$ cat src/rtl/m_scan_timing_pkg.sv
// Shared timing defaults, frame-total derivation and sync polarity for the scan timing generator.
package m_scan_timing_pkg;

    localparam int unsigned H_VISIBLE_DEF = 800;
    localparam int unsigned H_FRONT_DEF   = 56;
    localparam int unsigned H_SYNC_DEF    = 120;
    localparam int unsigned H_BACK_DEF    = 64;

    localparam int unsigned V_VISIBLE_DEF = 600;
    localparam int unsigned V_FRONT_DEF   = 37;
    localparam int unsigned V_SYNC_DEF    = 6;
    localparam int unsigned V_BACK_DEF    = 23;

    localparam int unsigned BUS_DEF  = 11;
    localparam int unsigned PIPE_DEF = 2;

    localparam logic SYNC_ACTIVE = 1'b1;

    function automatic int unsigned scan_total(
        input int unsigned visible,
        input int unsigned front,
        input int unsigned sync,
        input int unsigned back
    );
        return visible + front + sync + back;
    endfunction

endpackage

$ cat src/rtl/m_scan_delay.sv
// CE-qualified, reset-clearable shift register; DEPTH=0 is a pass-through forced low in reset.
module m_scan_delay #(
    parameter int unsigned W     = 3,
    parameter int unsigned DEPTH = 2
) (
    input  logic         clk,
    input  logic         rst_n,
    input  logic         ce,
    input  logic [W-1:0] din,
    output logic [W-1:0] dout
);

    generate
        if (DEPTH == 0) begin : g_pass
            logic unused_ctl;
            assign unused_ctl = clk ^ ce;
            assign dout       = rst_n ? din : '0;
        end else begin : g_shift
            logic [DEPTH-1:0][W-1:0] stage_q;
            logic [DEPTH-1:0][W-1:0] stage_d;

            always_comb begin
                stage_d = stage_q;
                if (ce) begin
                    stage_d[0] = din;
                    for (int unsigned i = 1; i < DEPTH; i++) begin
                        stage_d[i] = stage_q[i-1];
                    end
                end
            end

            always_ff @(posedge clk or negedge rst_n) begin
                if (!rst_n) begin
                    stage_q <= '0;
                end else begin
                    stage_q <= stage_d;
                end
            end

            assign dout = stage_q[DEPTH-1];
        end
    endgenerate

endmodule

$ cat src/rtl/m_scan_timing.sv
// Raster scan timing generator: pixel/line counters, delayed syncs/DE and frame-boundary flag.
// Optional feature macro SCAN_HOLD_EN: HOLD sampled at frame wrap keeps NEXT_FRAME high for one more frame.
module m_scan_timing
    import m_scan_timing_pkg::*;
#(
    parameter int unsigned H_VISIBLE = H_VISIBLE_DEF,
    parameter int unsigned H_FRONT   = H_FRONT_DEF,
    parameter int unsigned H_SYNC    = H_SYNC_DEF,
    parameter int unsigned H_BACK    = H_BACK_DEF,
    parameter int unsigned V_VISIBLE = V_VISIBLE_DEF,
    parameter int unsigned V_FRONT   = V_FRONT_DEF,
    parameter int unsigned V_SYNC    = V_SYNC_DEF,
    parameter int unsigned V_BACK    = V_BACK_DEF,
    parameter int unsigned BUS       = BUS_DEF,
    parameter int unsigned PIPE      = PIPE_DEF
) (
    input  logic           CLK,
    input  logic           RST_N,
    input  logic           CE,
    input  logic           HOLD,
    output logic [BUS-1:0] HDATA,
    output logic [BUS-1:0] VDATA,
    output logic           NEXT_FRAME,
    output logic           HSYNC,
    output logic           VSYNC,
    output logic           DE
);

    localparam int unsigned H_TOTAL = scan_total(H_VISIBLE, H_FRONT, H_SYNC, H_BACK);
    localparam int unsigned V_TOTAL = scan_total(V_VISIBLE, V_FRONT, V_SYNC, V_BACK);

    localparam logic [BUS-1:0] H_LAST   = BUS'(H_TOTAL - 1);
    localparam logic [BUS-1:0] V_LAST   = BUS'(V_TOTAL - 1);
    localparam logic [BUS-1:0] H_VIS    = BUS'(H_VISIBLE);
    localparam logic [BUS-1:0] V_VIS    = BUS'(V_VISIBLE);
    localparam logic [BUS-1:0] HS_START = BUS'(H_VISIBLE + H_FRONT);
    localparam logic [BUS-1:0] HS_END   = BUS'(H_VISIBLE + H_FRONT + H_SYNC);
    localparam logic [BUS-1:0] VS_START = BUS'(V_VISIBLE + V_FRONT);
    localparam logic [BUS-1:0] VS_END   = BUS'(V_VISIBLE + V_FRONT + V_SYNC);

    logic [BUS-1:0] hdata_q, hdata_d;
    logic [BUS-1:0] vdata_q, vdata_d;
    logic           next_frame_q, next_frame_d;
    logic           h_wrap_c, v_wrap_c, frame_wrap_c;
    logic           hold_c;
    logic           hsync_c, vsync_c, de_c;
    logic [2:0]     timing_dly;

    assign h_wrap_c     = (hdata_q == H_LAST);
    assign v_wrap_c     = (vdata_q == V_LAST);
    assign frame_wrap_c = CE && h_wrap_c && v_wrap_c;

    // Counters: the line counter steps in the same cycle the pixel counter wraps.
    always_comb begin
        hdata_d = hdata_q;
        vdata_d = vdata_q;
        if (CE) begin
            hdata_d = h_wrap_c ? '0 : hdata_q + BUS'(1);
            if (h_wrap_c) begin
                vdata_d = v_wrap_c ? '0 : vdata_q + BUS'(1);
            end
        end
    end

`ifdef SCAN_HOLD_EN
    logic hold_q, hold_d;

    always_comb begin
        hold_d = hold_q;
        if (frame_wrap_c) begin
            hold_d = HOLD;
        end
    end

    always_ff @(posedge CLK or negedge RST_N) begin
        if (!RST_N) begin
            hold_q <= 1'b0;
        end else begin
            hold_q <= hold_d;
        end
    end

    assign hold_c = hold_d;
`else
    logic unused_hold;
    assign unused_hold = HOLD ^ frame_wrap_c;
    assign hold_c      = 1'b0;
`endif

    // Flag tracks the next counter values so it changes together with VDATA.
    always_comb begin
        next_frame_d = (vdata_d >= V_VIS) || hold_c;
    end

    always_ff @(posedge CLK or negedge RST_N) begin
        if (!RST_N) begin
            hdata_q      <= '0;
            vdata_q      <= '0;
            next_frame_q <= 1'b0;
        end else begin
            hdata_q      <= hdata_d;
            vdata_q      <= vdata_d;
            next_frame_q <= next_frame_d;
        end
    end

    always_comb begin
        hsync_c = ((hdata_q >= HS_START) && (hdata_q < HS_END)) ? SYNC_ACTIVE : ~SYNC_ACTIVE;
        vsync_c = ((vdata_q >= VS_START) && (vdata_q < VS_END)) ? SYNC_ACTIVE : ~SYNC_ACTIVE;
        de_c    = (hdata_q < H_VIS) && (vdata_q < V_VIS);
    end

    m_scan_delay #(
        .W     (3),
        .DEPTH (PIPE)
    ) u_delay (
        .clk   (CLK),
        .rst_n (RST_N),
        .ce    (CE),
        .din   ({hsync_c, vsync_c, de_c}),
        .dout  (timing_dly)
    );

    assign HDATA      = hdata_q;
    assign VDATA      = vdata_q;
    assign NEXT_FRAME = next_frame_q;
    assign {HSYNC, VSYNC, DE} = timing_dly;

endmodule

$ cat config.mk
export PLATFORM = sky130hd
export DESIGN_NAME = m_scan_timing
export DESIGN_NICKNAME = d
export VERILOG_FILES = /design/src/rtl/m_scan_timing_pkg.sv /design/src/rtl/m_scan_delay.sv /design/src/rtl/m_scan_timing.sv
export SDC_FILE = /design/constraint.sdc
export NUM_CORES = 1
export LEC_CHECK = 0
export BUFFER_PORTS_ARGS = -buffer_cell sky130_fd_sc_hd__buf_2
export CAP_MARGIN = 25
export CORE_MARGIN = 2
export CORE_UTILIZATION = 40
export DETAILED_ROUTE_END_ITERATION = 8
export GPL_TIMING_DRIVEN = 1
export PLACE_DENSITY_LB_ADDON = 0.1
export SYNTH_ARGS = -nofsm -noshare
export SYNTH_HDL_FRONTEND = slang
export SYNTH_HIERARCHICAL = 1
export SYNTH_SLANG_ARGS = --single-unit
export TNS_END_PERCENT = 1
$ cat constraint.sdc
create_clock -name CLK -period 5.5 [get_ports CLK]
set_clock_uncertainty 0.15 [all_clocks]
set_input_delay 0.825 -clock CLK [delete_from_list [all_inputs] [get_ports CLK]]
set_output_delay 0.825 -clock CLK [all_outputs]
set_load 0.05 [all_outputs]
==> metrics.md, run 1 <==
| Metric | Value |
|---|---|
| DP Cell Count | 238 |
| Fmax | 0.424 GHz |
| Initial antenna violation count | 0 |
| Vias in the first global route | 1339 |
| Required @ worst endpoint | 5.51 ns |
| Register area | 726 um2 |
| Cells along the critical path | buf_2 > and4b_2 > nand3_4 > o31ai_1 > nand4_1 > a21oi_1 > o21bai_1 |
| Initial Util | 0.421 |
| CP max stage cell | o31ai_1 |
| Max-Cap Viols | 0 |
| Deepest clock path buffer count | 2 |
| Avg WL per Cell | 15.2 um |
| Delay-heaviest family, CP | simple AND/OR/NAND/NOR gates |
| Site row count | 23 |
| Status | finished, final reports clean |
| CTS Hold Bufs | 0 |
| Complex-gate fraction of the synthesized area | 0.116 |
| Routed wire length | 3.72 mm |
| P_leak | 0.923 nW |
| Adder-Cell Fraction of Synth Area | 0.0293 |
| Max incr delay on CP | 0.36 ns |
| Simple-Gate Fraction of Synth Area | 0.251 |
| Number of synthesized flops with an enable pin | 0 |
| Register bit total from synthesis | 29 |
| Worst Setup Start Kind | input pin |
| Drt drc | 0 |
| Die footprint | 4810 um2 |
| Crit path buf inv count | 1 |
| PD cells | 300 nW/um2 |
| Num CTS Buffers | 5 |
| Setup Crit Path Kind | in2reg |
| Die Ht | 69.3 um |
| GRT Overall Usage | 0.169 |
| Top Ports | 30 |
| Multiplexer share of the synthesized area | 0.0587 |
| Final Core Density | 0.474 |
| Post-CTS setup buffer count | 0 |
| TritonCTS clock tree | yes |
| Critical Path End Type | flip-flop |
| Prevailing post-synth register cell | dfrtp_1 |
| Synthesized net count | 177 |
| Largest net degree at the start of global routing | 30 |
| Setup TNS | 0 ns |
| Post-CTS sizing | 0 |
| Root Driver | clkbuf_8 |
| Post-route ant nets | 0 |
| Overflow left after global routing | 0 |
| Dpl hpwl | 2.64 mm |
| Crit path time final | 2.36 ns |
| Multi-input gate area | 881 um2 |
| Final non-filler cell total | 245 |
| Placement Setup Slack | 2.86 ns |
| Via count | 1392 |
| Synth Cell Area | 1710 um2 |
| Max-slew violation count | 0 |
| Worst slew pin tran | 0.657 ns |
| Fin. Hold Viols | 0 |
| Most common cell after layout, fill and taps aside | dfrtp_1 |
| Count of cell types in the netlist | 42 |
| Iter 0 DRT Violations | 90 |
| Yosys warns | 6 |
| Filler cell count | 389 |
| CORE AREA | 4060 um2 |
| Worst min path class | reg2reg |
| Syn Area/Cell | 10.1 um2 |
| Antenna fix cells | 0 |
| Die X | 69.3 um |
| Xor and xnor area share after synthesis | 0.0609 |
| Register area share after synthesis | 0.425 |
| Most frequent cells in the layout | dfrtp_1 (29), buf_2 (28), nand2_1 (17) |
| Setup Viol. Count Final | 0 |
| Maximum VDD drop | 0.000191 V |
| Clock-pin slew on the worst setup and hold paths | 0.06 ns |
| Global-route wire length before repair | 6.48 mm |
| Largest family of logic cells by synthesized area | simple AND/OR/NAND/NOR gates |
| Flop2flop setup slack | 3.36 ns |
| Num Clock Sinks | 29 |
| Fin crit share | 0.429 |
| Synth Instances | 169 |
| Total power | 0.577 mW |
| Post-synth ARST share | 1.00 |
| Total Nets Final | 203 |
| First-pass detailed-route iteration total | 4 |
| IO buf count | 28 |
| Setup ws final | 3.14 ns |
| Placer Congestion | 0.819 |
| Share of cells above drive strength 1 | 0.251 |
| Worst skew pair latency | 0.28 ns |
| Htree depth | 2 |
| Critical path arrival | 2.37 ns |
| Relative slew slack | 0.562 |
| Via/cell ratio | 5.68 |
| CP Max Fanout | 13 |
| Area Growth Syn to Fin | 12.6% |
| RSZ-0062 raised after global routing | no |
-- final cells by class --
cell class / instances / area share
timing repair buffer: 28 / 0.0729
tap: 50 / 0.0326
multi-input combinational: 124 / 0.458
sequential: 29 / 0.378
clock buffer: 7 / 0.0449
inverter: 7 / 0.0137
-- per-stage QoR --
step | area [um2] | hold slack (ns)
after floorplan | 1710 | 0.332
final | 1920 | 0.355
after CTS | 1920 | 0.357
after detailed placement | 1840 | 0.340
after global placement | 1840 | 0.341
after global routing | 1920 | 0.382
-- path summary, 6_finish.rpt --
check                                  endpoint  depth (start not counted)            start
worst max-delay path                 NEXT_FRAME                          7               CE
worst min-delay path            u_delay/dout[1]                          1  u_delay/dout[1]
worst max register to register       NEXT_FRAME                          6         HDATA[4]
worst min register to register  u_delay/dout[1]                          1  u_delay/dout[1]
max in group asynchronous              HDATA[8]                          1            RST_N
min in group asynchronous              VDATA[5]                          1            RST_N
-- sequential cells by signal, indices dropped and copies added (netlist names) --
name,count
NEXT_FRAME,1
u_delay/g_shift.stage_q,3
u_delay/dout,3
VDATA,11
HDATA,11
-- routing by layer --
metal,GRT usage,share of wire,vias up
li1,-,-,663
met1,0.233,0.47,665
met2,0.244,0.45,57
met3,0.0523,0.068,7
met4,0.0719,0.015,0
met5,0,0,-
-- cell families (layout without fill, tap and decap cells) --
group,count (synthesis),count (layout)
AO/OA/AOI/OAI,33,33
XOR/XNOR,11,11
adder cells (fa/ha/maj),4,4
buffers and inverters,16,42
flip-flops,29,29
multiplexers,7,7
AND/OR/NAND/NOR,69,69
-- synth_stat cells (all sizes together), types with 5 or more instances --
| master | count | area share |
|---|---|---|
| a31oi | 6 | 0.022 |
| mux2 | 6 | 0.053 |
| and3 | 9 | 0.036 |
| nand4 | 9 | 0.033 |
| nand2 | 17 | 0.037 |
| nor3 | 5 | 0.021 |
| nand3 | 6 | 0.025 |
| o21ai | 13 | 0.038 |
| xnor2 | 7 | 0.040 |
| nor2 | 6 | 0.013 |
| inv | 7 | 0.015 |
| buf | 9 | 0.043 |
| dfrtp | 29 | 0.43 |
-- power breakdown --
part	leakage (nW)	switching, mW	internal (mW)
clock	0.0443	0.0800	0.0991
sequential	0.379	0.0308	0.231
combinational	0.500	0.0989	0.0376
total	0.923	0.210	0.367
(Power assumes the default switching activity.)
==> run 2: changes to the inputs <==
==> constraint.sdc (replaced) <==
create_clock -name CLK -period 2.2 [get_ports CLK]
set_clock_uncertainty 0.15 [all_clocks]
set_input_delay 0.33 -clock CLK [delete_from_list [all_inputs] [get_ports CLK]]
set_output_delay 0.33 -clock CLK [all_outputs]
set_load 0.05 [all_outputs]
==> run 2 against run 1 <==
Via count up 2.2%. Setup slack worse by 2.9 ns. Critical path depth down 1. Total power rose to 2.5 times the previous value. Clock power up 140%. Routed wire length up 5.9%. Utilization up 2.4 points. Sequential power up 150%. Clock-buffer cell count down 2. Final cell count up 4.5%. Critical path type is now reg2reg.
==> metrics.md, run 2 (synthesized netlist as in run 1, its figures left out) <==
| Metric | Value |
|---|---|
| Overflow left after global routing | 0 (unchanged) |
| Site row count | 23 (unchanged) |
| Clock-pin slew on the worst setup and hold paths | 0.07 ns (about the same) |
| CP Max Fanout | 9 (-4) |
| Via/cell ratio | 5.55 (-2.2%) |
| GRT Overall Usage | 0.177 (+0.00798) |
| Largest net degree at the start of global routing | 30 (unchanged) |
| Placer Congestion | 0.824 (+0.54%) |
| Initial Util | 0.421 (unchanged) |
| RSZ-0062 raised after global routing | no |
| Fmax | 0.499 GHz |
| Most frequent cells in the layout | buf_2 (28), dfrtp_1 (25), nand2_1 (17) |
| Worst hold endpoint | HDATA[0] |
| CORE AREA | 4060 um2 (unchanged) |
| Root Driver | clkbuf_8 |
| Crit path time final | 2.00 ns |
| Fin. Hold Viols | 0 (unchanged) |
| Required @ worst endpoint | 2.26 ns (-3.25 ns) |
| Hold path cells | 2 (+1) |
| Post-route ant nets | 0 (unchanged) |
| Maximum VDD drop | 0.000405 V (+110%) |
| Num CTS Buffers | 5 (unchanged) |
| Iter 0 DRT Violations | 48 (-47%) |
| Post-CTS setup buffer count | 0 (unchanged) |
| Vias in the first global route | 1318 (-1.6%) |
| Global-route wire length before repair | 6.76 mm (+4.3%) |
| Reg-to-Reg Start | VDATA[0] |
| Setup Viol. Count Final | 0 (unchanged) |
| Via count | 1422 (+2.2%) |
| Worst min path class | in2reg |
| Share of cells above drive strength 1 | 0.320 (+0.0691) |
| Avg WL per Cell | 15.4 um (+1.4%) |
| Worst Setup Start Kind | flip-flop |
| Placement Cell Area | 1910 um2 (+4.0%) |
| IO buf count | 28 (unchanged) |
| Most common cell after layout, fill and taps aside | buf_2 |
| Fin crit share | 0.910 |
| PD cells | 717 nW/um2 (+140%) |
| R2R cell count | 6 (unchanged) |
| Worst skew pair latency | 0.29 ns (about the same) |
| Reg2reg end | NEXT_FRAME |
| Max-Cap Viols | 0 (unchanged) |
| Max-slew violation count | 0 (unchanged) |
| Top Ports | 30 (unchanged) |
| Status | finished, final reports clean |
| Dpl hpwl | 2.84 mm (+7.6%) |
| Htree depth | 2 (unchanged) |
| Antenna fix cells | 0 (unchanged) |
| Critical Path End Type | flip-flop |
| Drt drc | 0 (unchanged) |
| First-pass detailed-route iteration total | 4 (unchanged) |
| Initial antenna violation count | 0 (unchanged) |
| Worst slew pin tran | 0.651 ns (-0.00680 ns) |
| Relative slew slack | 0.566 (+0.00453) |
| Num Clock Sinks | 29 (unchanged) |
| Area Growth Syn to Fin | 18.3% |
| Finished Cell Area | 2020 um2 (+5.1%) |
| Critical path arrival | 2.06 ns (-0.31 ns) |
| Flop2flop setup slack | 0.20 ns (-3.16 ns) |
| Die Ht | 69.3 um (unchanged) |
| P_leak | 0.972 nW (+5.3%) |
| Routed wire length | 3.94 mm (+5.9%) |
| Die X | 69.3 um (unchanged) |
| Deepest clock path buffer count | 2 (unchanged) |
| Die footprint | 4810 um2 (unchanged) |
| TritonCTS clock tree | yes |
| Total Nets Final | 213 (+4.9%) |
| Setup Crit Path Kind | reg2reg |
| Worst Hold Launch | CE |
| Setup TNS | 0 ns (unchanged) |
-- run 2: cell type report --
type	count	area, um2
multi-input cells	124	896
repair buffers	38	218
inverters	7	26.3
flip-flops and latches	29	731
fillers	389	2040
clock buffers	5	68.8
well taps	50	62.6
clock inverters	3	17.5
-- run 2: how the worst max path moves through the flow --
stage	startpoint	end	slack (ns)
6_report	VDATA[0]	NEXT_FRAME	0.20
5_1_grt	VDATA[0]	NEXT_FRAME	0.02
4_1_cts	HDATA[0]	NEXT_FRAME	0.16
3_5_place_dp	HDATA[0]	NEXT_FRAME	0.18
3_3_place_gp	VDATA[0]	NEXT_FRAME	0.22
2_1_floorplan	VDATA[4]	NEXT_FRAME	0.06
-- run 2: per-layer routing --
layer,global-route usage,wire length [um],vias up
li1,-,-,688
met1,0.247,1890,676
met2,0.256,1740,47
met3,0.0552,228,11
met4,0.0654,78,0
met5,0,0,-
-- run 2: worst max-delay path, cell delays in order (launching register included) --
cell	delay (ns)
dfrtp_2	0.46
ha_1	0.22
and3_1	0.20
and3_1	0.28
nand2b_4	0.21
o31ai_1	0.24
o21bai_1	0.16
-- run 2: where the power goes --
part / internal [mW] / total (mW) / switching, mW
clock network: 0.218 / 0.436 / 0.218
logic: 0.104 / 0.366 / 0.263
registers: 0.578 / 0.645 / 0.0671
total: 0.900 / 1.45 / 0.548
-- run 2: stage by stage --
step	total power [mW]	utilization	hold WS [ns]	worst slack, ns	instances
after floorplan	0.915	-	-0.116	0.0603	169
after global placement	1.01	0.470	0.252	0.221	247
after detailed placement	1.02	0.470	0.256	0.182	247
after CTS	1.47	0.494	0.146	0.161	256
after global routing	1.53	0.498	0.161	0.0240	256
final	1.45	0.498	0.154	0.197	256
-- run 2: what timing repair did --
action / 4_1_cts / 5_1_grt
endpoints found under the setup margin: 0 / 1
hold buffers: 1 / 0
hold endpoints to repair: 29 / 0
gates resized for setup: 0 / 3
